File: config.mk
export PLATFORM = sky130hd
export DESIGN_NAME = multicycle_control
export DESIGN_NICKNAME = d
export VERILOG_FILES = /design/src/rtl/multicycle_control_pkg.sv /design/src/rtl/multicycle_control_alu_decoder.sv /design/src/rtl/multicycle_control.sv
export SDC_FILE = /design/constraint.sdc
export NUM_CORES = 1
export LEC_CHECK = 0
export BUFFER_PORTS_ARGS = -buffer_cell sky130_fd_sc_hd__buf_4
export CORE_MARGIN = 5
export CORE_UTILIZATION = 45
export DETAILED_ROUTE_END_ITERATION = 16
export PLACE_DENSITY = 0.81
export SLEW_MARGIN = 20
export SYNTH_ARGS = -nofsm -noshare
export SYNTH_HDL_FRONTEND = slang
export SYNTH_SLANG_ARGS = --single-unit
File: constraint.sdc
create_clock -name clk -period 3.1 [get_ports clk]
set_input_delay 0.62 -clock clk [delete_from_list [all_inputs] [get_ports clk]]
set_output_delay 0.62 -clock clk [all_outputs]
set_load 0.05 [all_outputs]
File: src/rtl/multicycle_control_pkg.sv
// rtl/multicycle_control_pkg.sv - shared state, opcode, funct and select codes
package multicycle_control_pkg;

  typedef logic [3:0] state_t;

  localparam logic [3:0] ST_FETCH  = 4'd0;
  localparam logic [3:0] ST_DECODE = 4'd1;
  localparam logic [3:0] ST_MEMADR = 4'd2;
  localparam logic [3:0] ST_MEMRD  = 4'd3;
  localparam logic [3:0] ST_MEMWB  = 4'd4;
  localparam logic [3:0] ST_MEMWR  = 4'd5;
  localparam logic [3:0] ST_EXEC   = 4'd6;
  localparam logic [3:0] ST_ALUWB  = 4'd7;
  localparam logic [3:0] ST_ADDIEX = 4'd8;
  localparam logic [3:0] ST_ADDIWB = 4'd9;
  localparam logic [3:0] ST_BRANCH = 4'd10;
  localparam logic [3:0] ST_JUMP   = 4'd11;

  localparam logic [5:0] OP_RTYPE = 6'h00;
  localparam logic [5:0] OP_ADDI  = 6'h08;
  localparam logic [5:0] OP_LW    = 6'h23;
  localparam logic [5:0] OP_SW    = 6'h2B;
  localparam logic [5:0] OP_BEQ   = 6'h04;
  localparam logic [5:0] OP_BNE   = 6'h05;
  localparam logic [5:0] OP_J     = 6'h02;

  localparam logic [5:0] FN_ADD = 6'h20;
  localparam logic [5:0] FN_SUB = 6'h22;
  localparam logic [5:0] FN_AND = 6'h24;
  localparam logic [5:0] FN_OR  = 6'h25;
  localparam logic [5:0] FN_SLT = 6'h2A;

  localparam logic [3:0] ALU_ADD = 4'b0010;
  localparam logic [3:0] ALU_SUB = 4'b0110;
  localparam logic [3:0] ALU_AND = 4'b0000;
  localparam logic [3:0] ALU_OR  = 4'b0001;
  localparam logic [3:0] ALU_SLT = 4'b0111;

  localparam logic [1:0] SRCB_REG    = 2'b00;
  localparam logic [1:0] SRCB_FOUR   = 2'b01;
  localparam logic [1:0] SRCB_IMM    = 2'b10;
  localparam logic [1:0] SRCB_IMM_SH = 2'b11;

  localparam logic [1:0] PCSRC_ALU    = 2'b00;
  localparam logic [1:0] PCSRC_ALUOUT = 2'b01;
  localparam logic [1:0] PCSRC_JUMP   = 2'b10;

  typedef enum logic [1:0] {
    ALU_MODE_NONE  = 2'd0,
    ALU_MODE_ADD   = 2'd1,
    ALU_MODE_SUB   = 2'd2,
    ALU_MODE_FUNCT = 2'd3
  } alu_mode_e;

  function automatic logic opcode_supported(input logic [5:0] op);
    return (op == OP_RTYPE) || (op == OP_ADDI) || (op == OP_LW) || (op == OP_SW) ||
           (op == OP_BEQ) || (op == OP_BNE) || (op == OP_J);
  endfunction

endpackage

File: src/rtl/multicycle_control_alu_decoder.sv
// rtl/multicycle_control_alu_decoder.sv - (funct, mode) to ALU control code
module alu_decoder
  import multicycle_control_pkg::*;
(
  input  logic [5:0] funct_i,
  input  alu_mode_e  mode_i,
  output logic [3:0] alu_ctrl_o,
  output logic       funct_valid_o
);

  logic [3:0] funct_ctrl;

  always_comb begin
    funct_ctrl    = ALU_AND;
    funct_valid_o = 1'b1;
    case (funct_i)
      FN_ADD:  funct_ctrl = ALU_ADD;
      FN_SUB:  funct_ctrl = ALU_SUB;
      FN_AND:  funct_ctrl = ALU_AND;
      FN_OR:   funct_ctrl = ALU_OR;
      FN_SLT:  funct_ctrl = ALU_SLT;
      default: funct_valid_o = 1'b0;
    endcase
  end

  always_comb begin
    alu_ctrl_o = 4'b0000;
    case (mode_i)
      ALU_MODE_ADD:   alu_ctrl_o = ALU_ADD;
      ALU_MODE_SUB:   alu_ctrl_o = ALU_SUB;
      ALU_MODE_FUNCT: alu_ctrl_o = funct_ctrl;
      default:        alu_ctrl_o = 4'b0000;
    endcase
  end

endmodule

File: src/rtl/multicycle_control.sv
// rtl/multicycle_control.sv - multicycle datapath control FSM
module multicycle_control
  import multicycle_control_pkg::*;
(
  input  logic       clk,
  input  logic       rst_n,
  input  logic [5:0] opcode,
  input  logic [5:0] funct,
  input  logic       zero,
  input  logic       memReady,
  output logic       pcEn,
  output logic       irWrite,
  output logic       regWrite,
  output logic       memRead,
  output logic       memWrite,
  output logic       iorD,
  output logic       regDst,
  output logic       memToReg,
  output logic       aluSrcA,
  output logic [1:0] aluSrcB,
  output logic [1:0] pcSrc,
  output logic [3:0] aluCtrl,
  output logic       illegalOp,
  output logic [3:0] state
);

  state_t    state_q, state_d;
  alu_mode_e alu_mode;
  logic      funct_valid;
  logic      pc_en_raw, ir_write_raw, reg_write_raw;
  logic      mem_read_raw, mem_write_raw, illegal_raw;

  alu_decoder u_alu_decoder (
    .funct_i       (funct),
    .mode_i        (alu_mode),
    .alu_ctrl_o    (aluCtrl),
    .funct_valid_o (funct_valid)
  );

  always_ff @(posedge clk or negedge rst_n) begin
    if (!rst_n) state_q <= ST_FETCH;
    else        state_q <= state_d;
  end

  always_comb begin
    state_d = state_q;
    case (state_q)
      ST_FETCH:  if (memReady) state_d = ST_DECODE;
      ST_DECODE: begin
        case (opcode)
          OP_RTYPE:       state_d = ST_EXEC;
          OP_ADDI:        state_d = ST_ADDIEX;
          OP_LW, OP_SW:   state_d = ST_MEMADR;
          OP_BEQ, OP_BNE: state_d = ST_BRANCH;
          OP_J:           state_d = ST_JUMP;
          default:        state_d = ST_FETCH;
        endcase
      end
      ST_MEMADR: state_d = (opcode == OP_LW) ? ST_MEMRD : ST_MEMWR;
      ST_MEMRD:  if (memReady) state_d = ST_MEMWB;
      ST_MEMWR:  if (memReady) state_d = ST_FETCH;
      ST_EXEC:   state_d = funct_valid ? ST_ALUWB : ST_FETCH;
      ST_ADDIEX: state_d = ST_ADDIWB;
      default:   state_d = ST_FETCH;
    endcase
  end

  always_comb begin
    pc_en_raw     = 1'b0;
    ir_write_raw  = 1'b0;
    reg_write_raw = 1'b0;
    mem_read_raw  = 1'b0;
    mem_write_raw = 1'b0;
    illegal_raw   = 1'b0;
    iorD          = 1'b0;
    regDst        = 1'b0;
    memToReg      = 1'b0;
    aluSrcA       = 1'b0;
    aluSrcB       = SRCB_REG;
    pcSrc         = PCSRC_ALU;
    alu_mode      = ALU_MODE_NONE;
    case (state_q)
      ST_FETCH: begin
        mem_read_raw = 1'b1;
        aluSrcB      = SRCB_FOUR;
        alu_mode     = ALU_MODE_ADD;
        ir_write_raw = memReady;
        pc_en_raw    = memReady;
      end
      ST_DECODE: begin
        aluSrcB     = SRCB_IMM_SH;
        alu_mode    = ALU_MODE_ADD;
        illegal_raw = ~opcode_supported(opcode);
      end
      ST_MEMADR, ST_ADDIEX: begin
        aluSrcA  = 1'b1;
        aluSrcB  = SRCB_IMM;
        alu_mode = ALU_MODE_ADD;
      end
      ST_MEMRD: begin
        mem_read_raw = 1'b1;
        iorD         = 1'b1;
      end
      ST_MEMWB: begin
        reg_write_raw = 1'b1;
        memToReg      = 1'b1;
      end
      ST_MEMWR: begin
        mem_write_raw = 1'b1;
        iorD          = 1'b1;
      end
      ST_EXEC: begin
        aluSrcA     = 1'b1;
        alu_mode    = ALU_MODE_FUNCT;
        illegal_raw = ~funct_valid;
      end
      ST_ALUWB: begin
        reg_write_raw = 1'b1;
        regDst        = 1'b1;
      end
      ST_ADDIWB: reg_write_raw = 1'b1;
      ST_BRANCH: begin
        aluSrcA   = 1'b1;
        alu_mode  = ALU_MODE_SUB;
        pcSrc     = PCSRC_ALUOUT;
        pc_en_raw = (opcode == OP_BEQ) ? zero : ~zero;
      end
      ST_JUMP: begin
        pcSrc     = PCSRC_JUMP;
        pc_en_raw = 1'b1;
      end
      default: ;
    endcase
  end

  // FETCH decodes as a memory read, so strobes are masked while reset is held
  assign pcEn      = pc_en_raw & rst_n;
  assign irWrite   = ir_write_raw & rst_n;
  assign regWrite  = reg_write_raw & rst_n;
  assign memRead   = mem_read_raw & rst_n;
  assign memWrite  = mem_write_raw & rst_n;
  assign illegalOp = illegal_raw & rst_n;
  assign state     = state_q;

endmodule

### Word-level counts from Yosys, hierarchy flattened

Cells that the tools add are included.

* word-level logic and storage cells: 80
* output and inout bits: 22
* register bits: 4
* bits of input ports: 16

* reductions and logical operators: 18
* bitwise logic cells: 9
* multiplexer cells: 24
* eq/ne operators: 28

Operators by type and width (number)
* $eq A6 B6 Y1 const B: 7
* $pmux W4 S7: 1
* $pmux W4 S5: 1
* $eq A4 B3 Y1 const B: 4
* $eq A4 B4 Y1 const B: 4
* $eq A6 B3 Y1 const B: 2
* $mux W4: 3
* $pmux W2 S3: 2
* $pmux W3 S4: 1
* $mux W1: 10
* $reduce_or A2 Y1: 5
* $pmux W3 S3: 1
* $eq A4 B2 Y1 const B: 2
* $reduce_or A4 Y1: 2
* $and A1 B1 Y1: 6
* $eq A6 B2 Y1 const B: 1
* $eq A6 B4 Y1 const B: 1
* $logic_not A6 Y1: 1
* $logic_or A1 B1 Y1: 6
* $mux W3: 2
* $ne A2 B2 Y1 const B: 3
* $reduce_or A5 Y1: 1
* $eq A2 B2 Y1 const B: 2
* $eq A4 B1 Y1 const B: 1
* other kinds (8): 10

### Longest topological paths before layout

Gate-level depths: netlist of the first run.

* depth after elaboration: 10
* gate-level depth with buffers: 5
* gate-level depth less buffers: 4

### By module

Synthesis of the first run repeated with hierarchy kept, for this count alone.

* cells, all modules: 110
* area, all modules: 734.5 um2

By module, submodules not included
* multicycle_control: sequential area each 100.1 um2, cells an instance 93, times used 1, area an instance 613.1 um2
* alu_decoder: sequential area each 0.0 um2, cells an instance 17, times used 1, area an instance 121.4 um2

### Worst setup path after synthesis of the first run

OpenSTA, ideal clock, no wires.

* path kind: reg2out
* start: reg state_q[0], in the netlist state[0]
* end: out pcEn
* setup slack: 185 ps
* required time: 2480 ps
* stages on the path, launching flop included: 4
* buffers on the path: 0
* arrival: 2295 ps
* cell sequence: dfrtp_1 nand2b_1 nor2_1 a32o_1

* longest elaborated chain between the ends: 3
* elaborated cells on any way between the ends: 5
* classes of those cells: 2 x eq/ne; 1 x mux; 1 x bitwise; 1 x reduce/logical

Ends and longest elaborated chain
* start: declaration: RTL line multicycle_control.sv:27 `state_t state_q, state_d;`
* start signal: assignment: RTL line multicycle_control.sv:42 `else state_q <= state_d;`
* $eq A4 B4 Y1 / $logic_not A4 Y1 (equally long branches): RTL line multicycle_control.sv:82 `case (state_q)`
* $pmux W1 S3 (*): RTL line multicycle_control.sv:82
* $and A1 B1 Y1 (*): RTL line multicycle_control.sv:137 `assign pcEn = pc_en_raw & rst_n;`
* end: declaration: RTL line multicycle_control.sv:11 `output logic pcEn,`

Mark *: on every way between the ends. The rest lies on a longest branch, timed or not.

### Worst setup path in the final report of the first run

* start: reg state_q[0], in the netlist state[0]
* end: out illegalOp

* longest elaborated chain between the ends: 3
* elaborated cells on any way between the ends: 4
* classes of those cells: 2 x eq/ne; 1 x mux; 1 x bitwise

Ends and longest elaborated chain
* $eq A4 B3 Y1 / $eq A4 B1 Y1 (equally long branches): RTL line multicycle_control.sv:82
* $pmux W1 S2 (*): RTL line multicycle_control.sv:82
* $and A1 B1 Y1 (*): RTL line multicycle_control.sv:142 `assign illegalOp = illegal_raw & rst_n;`
* end: declaration: RTL line multicycle_control.sv:23 `output logic illegalOp,`

Marked as above.

==> run summary, run 1 <==
==================================================================================================
Result of the run                                                                     complete, no violations
Clock tree from TritonCTS                                                                     done
Hold crit path type                                                                   input port to asynchronous set/reset pin
Worst Setup Path Type                                                                 flop to output pin
CTS buffer count                                                                                 3
Cell with the most instances after synthesis                                          sky130_fd_sc_hd__nor2_1
Flop and latch count out of synthesis                                                            4
Total overflow reported by the global router                                                     0
Remaining routing DRC violations                                                                 0
Final min period                                                                           2.53 ns
Number of synthesized flops with an enable pin                                                   0
Share of total power in combinational logic                                                  68.7%
Highest clock rate                                                                         395 MHz
Pin count of the biggest net entering global routing                                            20
Sequential share of power                                                                    18.8%
Layout cells sized above 1                                                                   33.8%
Total track usage                                                                            19.3%
Static leakage power                                                                   0.000435 µW
Number of antenna violations at the first check in global routing                                0
DP Cell Count                                                                                  146
Via count of the first global-routing pass                                                     858
Final Core Density                                                                           65.3%
Final-report max-slew violation count                                                            0
Via/cell ratio                                                                                5.95
Ys flop type                                                                          sky130_fd_sc_hd__dfrtp_1
Via count                                                                                      886
Buffers added on ports                                                                          36
Setup crit end kind                                                                     output pin
Final standard cell count with taps included and fillers excluded                              149
Number of H-tree levels                                                                          1
Fraction of synthesized cell area taken by the top area cell type                            14.6%
Synthesized instance count                                                                     100
Wire length of the first global-routing pass                                               3860 µm
Count of pins on the block boundary                                                             38
Final clock skew                                                                        0.00151 ns
Number of instances resized during post-cts repair                                               0
Row Count                                                                                       14
Die outline width                                                                          49.0 µm
Setup repair after global routing missed its margin                                             no
Clk sink count                                                                                   4
Die Ht                                                                                     49.0 µm
Max clock buf depth                                                                              2
Critical Path Start Type                                                                      flop
Worst endpoint data arrival time                                                           1.91 ns
Total number of yosys warnings                                                                   0
Number of nets in the finished design                                                          151
Final antenna-violating net count                                                                0
Violation count after the first detailed-routing iteration                                      14
Endpoints failing setup                                                                          0
Final-layout setup total negative slack                                                       0 ns
Power spent charging and discharging nets                                                   312 µW
P&R area growth vs syn                                                                       40.1%
Ranking of synthesized cells by instance count                                        sky130_fd_sc_hd__nor2_1, sky130_fd_sc_hd__nand2_1, sky130_fd_sc_hd__nand2b_1
Max_cap viols                                                                                    0
Post-Synthesis Net Count                                                                       116
Die area                                                                               0.00240 mm²
Data required time at the worst endpoint                                                   2.48 ns
Final Routed Wirelength                                                                    2150 µm
Clock transition time at the flip-flop clock pins of the worst setup and hold paths        0.04 ns
Proportion of synthesized flip-flops having asynchronous set or reset                         100%
Mean cell area of the mapped netlist                                                      6.86 µm²
Minimum setup slack in the final design                                                   0.568 ns
Initial Utilization                                                                          46.6%
Register area share after synthesis                                                          14.6%
Clock latency reported for the late side of the worst-skew pair                            0.24 ns
Peak ir drop on the vdd network                                                             466 µV
Final routed wire length divided by cell count                                             14.4 µm
Setup Buffers After CTS                                                                          0
Number of flip-flops under the largest register name                                             4
Final Power                                                                                 539 µW
Max-Slew Margin vs Limit                                                                     64.3%
Pwr per Cell Area                                                                       561 mW/mm²
Number of filler cells placed in the layout                                                    146
Core ar.                                                                               0.00147 mm²
Internal Power                                                                              227 µW
Number of distinct library cell variants in the gate-level netlist after synthesis              43
Gpl congestion                                                                               0.883
Detail Placement HPWL                                                                      1700 µm
Pin slew with the least headroom to its limit                                             0.535 ns
Mapped Area                                                                                686 µm²
Share of the cycle needed by the critical path after routing                                 81.7%
Worst setup timing slack at the placement stage                                           0.711 ns
Sw frac                                                                                      58.0%
Post-synthesis cell type with the largest combined area                               sky130_fd_sc_hd__dfrtp_1
Number of antenna cells inserted                                                                 0
Peak fanout along the critical path                                                             19
Final number of hold-violating endpoints                                                         0
Clock share of power                                                                         12.5%
Drt pass-1 iters                                                                                 4
Root buf cell                                                                         sky130_fd_sc_hd__clkbuf_4
Count of hold buffers inserted by post-cts repair                                                0
Dominant cells by area after synthesis                                                sky130_fd_sc_hd__dfrtp_1, sky130_fd_sc_hd__nor2_1, sky130_fd_sc_hd__nand2b_1
==================================================================================================
==> power by group through the flow <==
stage               clock, µW  sequential, µW  combinational [µW]
floorplan                   0             107                 255
global placement            0            98.8                 367
detailed placement          0             101                 371
CTS                      69.7             100                 372
global route             74.9             105                 397
finish                   67.3             101                 370
==> cells by family (layout without fill, tap and decap cells) <==
family / after synthesis / after routing / synth area share (%)
flops: 4 / 4 / 14.6
buf+inv: 11 / 44 / 8.21
mux: 1 / 1 / 1.64
xor+xnor: 3 / 3 / 3.83
simple gates: 49 / 49 / 38.9
other cells: 1 / 1 / 0.547
compound gates: 31 / 31 / 32.3
==> metal layers <==
metal | track usage [%] | vias up | wire length [µm] | part of all wire, %
met1 | 25.0 | 411 | 945 | 44
met2 | 30.9 | 32 | 1050 | 49
met5 | 0 | - | 0 | 0
li1 | - | 437 | - | -
met4 | 4.93 | 0 | 31 | 1.4
met3 | 5.81 | 6 | 121 | 5.6
==> per-stage QoR <==
stage,hold WS (ns),cell area [µm²]
6_report,0.189,961
5_1_grt,0.184,961
4_1_cts,0.183,961
3_5_place_dp,0.440,938
3_3_place_gp,0.435,938
2_1_floorplan,0.324,686
==> path summary, 6_finish.rpt <==
kind / start / to / slack (ns) / cells past startpoint
max: state[0] / illegalOp / 0.57 / 4
min: rst_n / state[2] / 0.19 / 1
max reg2reg: state[0] / state[2] / 1.53 / 3
min reg2reg: state[2] / state[3] / 0.75 / 1
max in group asynchronous: rst_n / state[1] / 2.78 / 1
min in group clk: opcode[4] / state[1] / 0.70 / 3
==> critical path: stages, from the launching register on <==
cell	delay, ns
sky130_fd_sc_hd__dfrtp_1	0.67
sky130_fd_sc_hd__nand2b_1	0.28
sky130_fd_sc_hd__a311oi_1	0.31
sky130_fd_sc_hd__o2bb2ai_1	0.17
sky130_fd_sc_hd__buf_4	0.23
==> cell usage in the layout (no fill, tap or decap), types with 2 or more instances in the layout <==
cell type	count
sky130_fd_sc_hd__clkbuf_4	3
sky130_fd_sc_hd__inv_1	5
sky130_fd_sc_hd__buf_4	36
sky130_fd_sc_hd__a21oi_1	6
sky130_fd_sc_hd__xor2_1	2
sky130_fd_sc_hd__nand2b_1	7
sky130_fd_sc_hd__a31oi_1	2
sky130_fd_sc_hd__o21ai_0	5
sky130_fd_sc_hd__nor3_1	5
sky130_fd_sc_hd__o22ai_1	2
sky130_fd_sc_hd__a32oi_1	2
sky130_fd_sc_hd__o2bb2ai_1	2
sky130_fd_sc_hd__o211ai_1	2
sky130_fd_sc_hd__nor2_1	17
sky130_fd_sc_hd__nand2_1	7
sky130_fd_sc_hd__dfrtp_1	4
sky130_fd_sc_hd__nor2b_1	2
==> area by class of cell <==
type                    instances  area (µm²)  share of cell area, %
multi-input cells              85         529                   55.1
clock buffers                   3        22.5                   2.34
well taps                      16        20.0                   2.08
flip-flops and latches          4         100                   10.4
repair buffers                 36         270                   28.1
inverters                       5        18.8                   1.95
(Power assumes the default switching activity.)
==> inputs of run 2 (changes only) <==
CORE_UTILIZATION = 43   (was 45)
PLACE_DENSITY = 0.78   (was 0.81)
clock period = 2.43 ns   (was 3.1 ns; I/O delays follow)
==> run summary, run 2 (synthesis gave the netlist of run 1 again) <==
==================================================================================================
Final antenna-violating net count                                                                0
Hold crit path type                                                                   input port to asynchronous set/reset pin
Setup crit end kind                                                                     output pin
Clock latency reported for the late side of the worst-skew pair                            0.23 ns
Layout cells sized above 1                                                                   38.4%
Remaining routing DRC violations                                                                 0
Via count of the first global-routing pass                                                     799
Number of nets in the finished design                                                          156
CTS buffer count                                                                                 3
Final routed wire length divided by cell count                                             14.6 µm
Number of antenna cells inserted                                                                 0
Detail Placement HPWL                                                                      1820 µm
Highest clock rate                                                                         432 MHz
Worst Setup Path Type                                                                 flop to output pin
Core ar.                                                                               0.00151 mm²
Final number of hold-violating endpoints                                                         0
Clock tree from TritonCTS                                                                     done
Via count                                                                                      899
Sw frac                                                                                      57.1%
Final clock skew                                                                        0.00161 ns
Initial Utilization                                                                          45.5%
Buffers added on ports                                                                          36
Most frequent cells in the layout                                                     sky130_fd_sc_hd__buf_4, sky130_fd_sc_hd__nor2_1, sky130_fd_sc_hd__nand2b_1, sky130_fd_sc_hd__nand2_1, sky130_fd_sc_hd__a21oi_1
Static leakage power                                                                   0.000464 µW
Buffer and inverter count on the worst path                                                      1
Endpoints failing setup                                                                          0
Clk sink count                                                                                   4
Number of instances resized during post-cts repair                                               0
Die Ht                                                                                     49.9 µm
Number of H-tree levels                                                                          1
Max_cap viols                                                                                    0
Fin area                                                                               0.00101 mm²
Setup repair after global routing missed its margin                                            yes
Root buf cell                                                                         sky130_fd_sc_hd__clkbuf_4
Post-placement cell area                                                                   988 µm²
Count of pins on the block boundary                                                             38
Critical Path Max Stage Delay                                                              0.47 ns
Via/cell ratio                                                                                5.84
Largest delay share family, worst path                                                  flip-flops
Sequential share of power                                                                    14.1%
Final Core Density                                                                           67.1%
Routed wl met2                                                                             1090 µm
Internal Power                                                                              305 µW
Total overflow reported by the global router                                                     0
Final-report max-slew violation count                                                            0
Violation count after the first detailed-routing iteration                                      25
Power spent charging and discharging nets                                                   406 µW
Number of antenna violations at the first check in global routing                                0
Final standard cell count with taps included and fillers excluded                              154
Number of filler cells placed in the layout                                                    148
Highest metal layer used by the detailed router                                               met4
Gpl congestion                                                                               0.859
Count of hold buffers inserted by post-cts repair                                                0
Share of total power in combinational logic                                                  74.8%
Met3 routed WL                                                                              221 µm
Worst setup slack for register-to-register paths                                           0.84 ns
Setup Buffers After CTS                                                                          0
List of cells traversed by the critical path                                          nor2_1, nand2_1, a311oi_1, o2bb2ai_1, buf_4
Peak fanout along the critical path                                                             10
Endpoint of the worst register-to-register path                                           state[2]
Number of flip-flops under the largest register name                                             4
Number of cells on the worst reg-to-reg path                                                     4
Wire length of the first global-routing pass                                               3620 µm
Total track usage                                                                            17.8%
Final Routed Wirelength                                                                    2260 µm
M1 wire length                                                                              913 µm
Data required time at the worst endpoint                                                   1.94 ns
Pin count of the biggest net entering global routing                                            15
Reg2Reg Launch Point                                                                      state[0]
Die area                                                                               0.00249 mm²
Die outline width                                                                          49.9 µm
P&R area growth vs syn                                                                       47.4%
Drt pass-1 iters                                                                                 4
CP max stage cell                                                                     sky130_fd_sc_hd__dfrtp_1
Clock share of power                                                                         11.1%
Row Count                                                                                       14
Peak ir drop on the vdd network                                                             537 µV
Worst endpoint data arrival time                                                           1.83 ns
Final min period                                                                           2.32 ns
DP Cell Count                                                                                  151
Clock transition time at the flip-flop clock pins of the worst setup and hold paths        0.03 ns
Pwr per Cell Area                                                                       704 mW/mm²
Max clock buf depth                                                                              2
Most frequent standard cell in the layout excluding fill and tap cells                sky130_fd_sc_hd__buf_4
Share of the cycle needed by the critical path after routing                                 95.3%
Critical Path Start Type                                                                      flop
Result of the run                                                                     complete, no violations
==================================================================================================
-- run 2: changes by cell type in the layout (fill, tap and decap cells not counted), sizes merged --
cell / previous run / this run
buf: 36 / 41
-- run 2: layout make-up --
type	count	area, µm²	area share [%]
Clock buffer	3	22.5	2.23
Inverter	5	18.8	1.86
Multi-Input combinational cell	85	542	53.6
Sequential cell	4	100	9.90
Tap cell	16	20.0	1.98
Timing Repair Buffer	41	308	30.4
-- run 2: worst max path at each step --
stage / end / cells after the start / startpoint
after floorplan: pcEn / 3 / state[0]
after global placement: pcEn / 6 / opcode[5]
after detailed placement: pcEn / 6 / opcode[5]
after CTS: illegalOp / 4 / state[1]
after global routing: illegalOp / 5 / state[2]
final: illegalOp / 5 / state[2]
-- run 2: power groups by stage --
| stage | Combinational [µW] | Clock, µW | Sequential (µW) |
|---|---|---|---|
| detailed placement | 531 | 0 | 99.9 |
| CTS | 532 | 83.6 | 99.3 |
| floorplan | 330 | 0 | 137 |
| global route | 567 | 92.6 | 102 |
| global placement | 523 | 0 | 99.5 |
| finish | 533 | 78.9 | 100 |
-- run 2: metal layers --
layer,up-vias,GRT usage [%]
li1,443,-
met1,404,21.7
met2,48,29.4
met3,4,3.92
met4,0,7.86
met5,-,0
-- run 2: stage by stage --
stage               hold slack (ns)  total power [µW]  worst slack (ns)  TNS (ns)
floorplan                     0.190               467           -0.0875   -0.0875
global placement              0.302               623             0.325         0
detailed placement            0.302               631             0.320         0
CTS                          0.0523               715             0.135         0
global route                 0.0438               762          -0.00869   -0.0130
finish                       0.0639               712             0.114         0
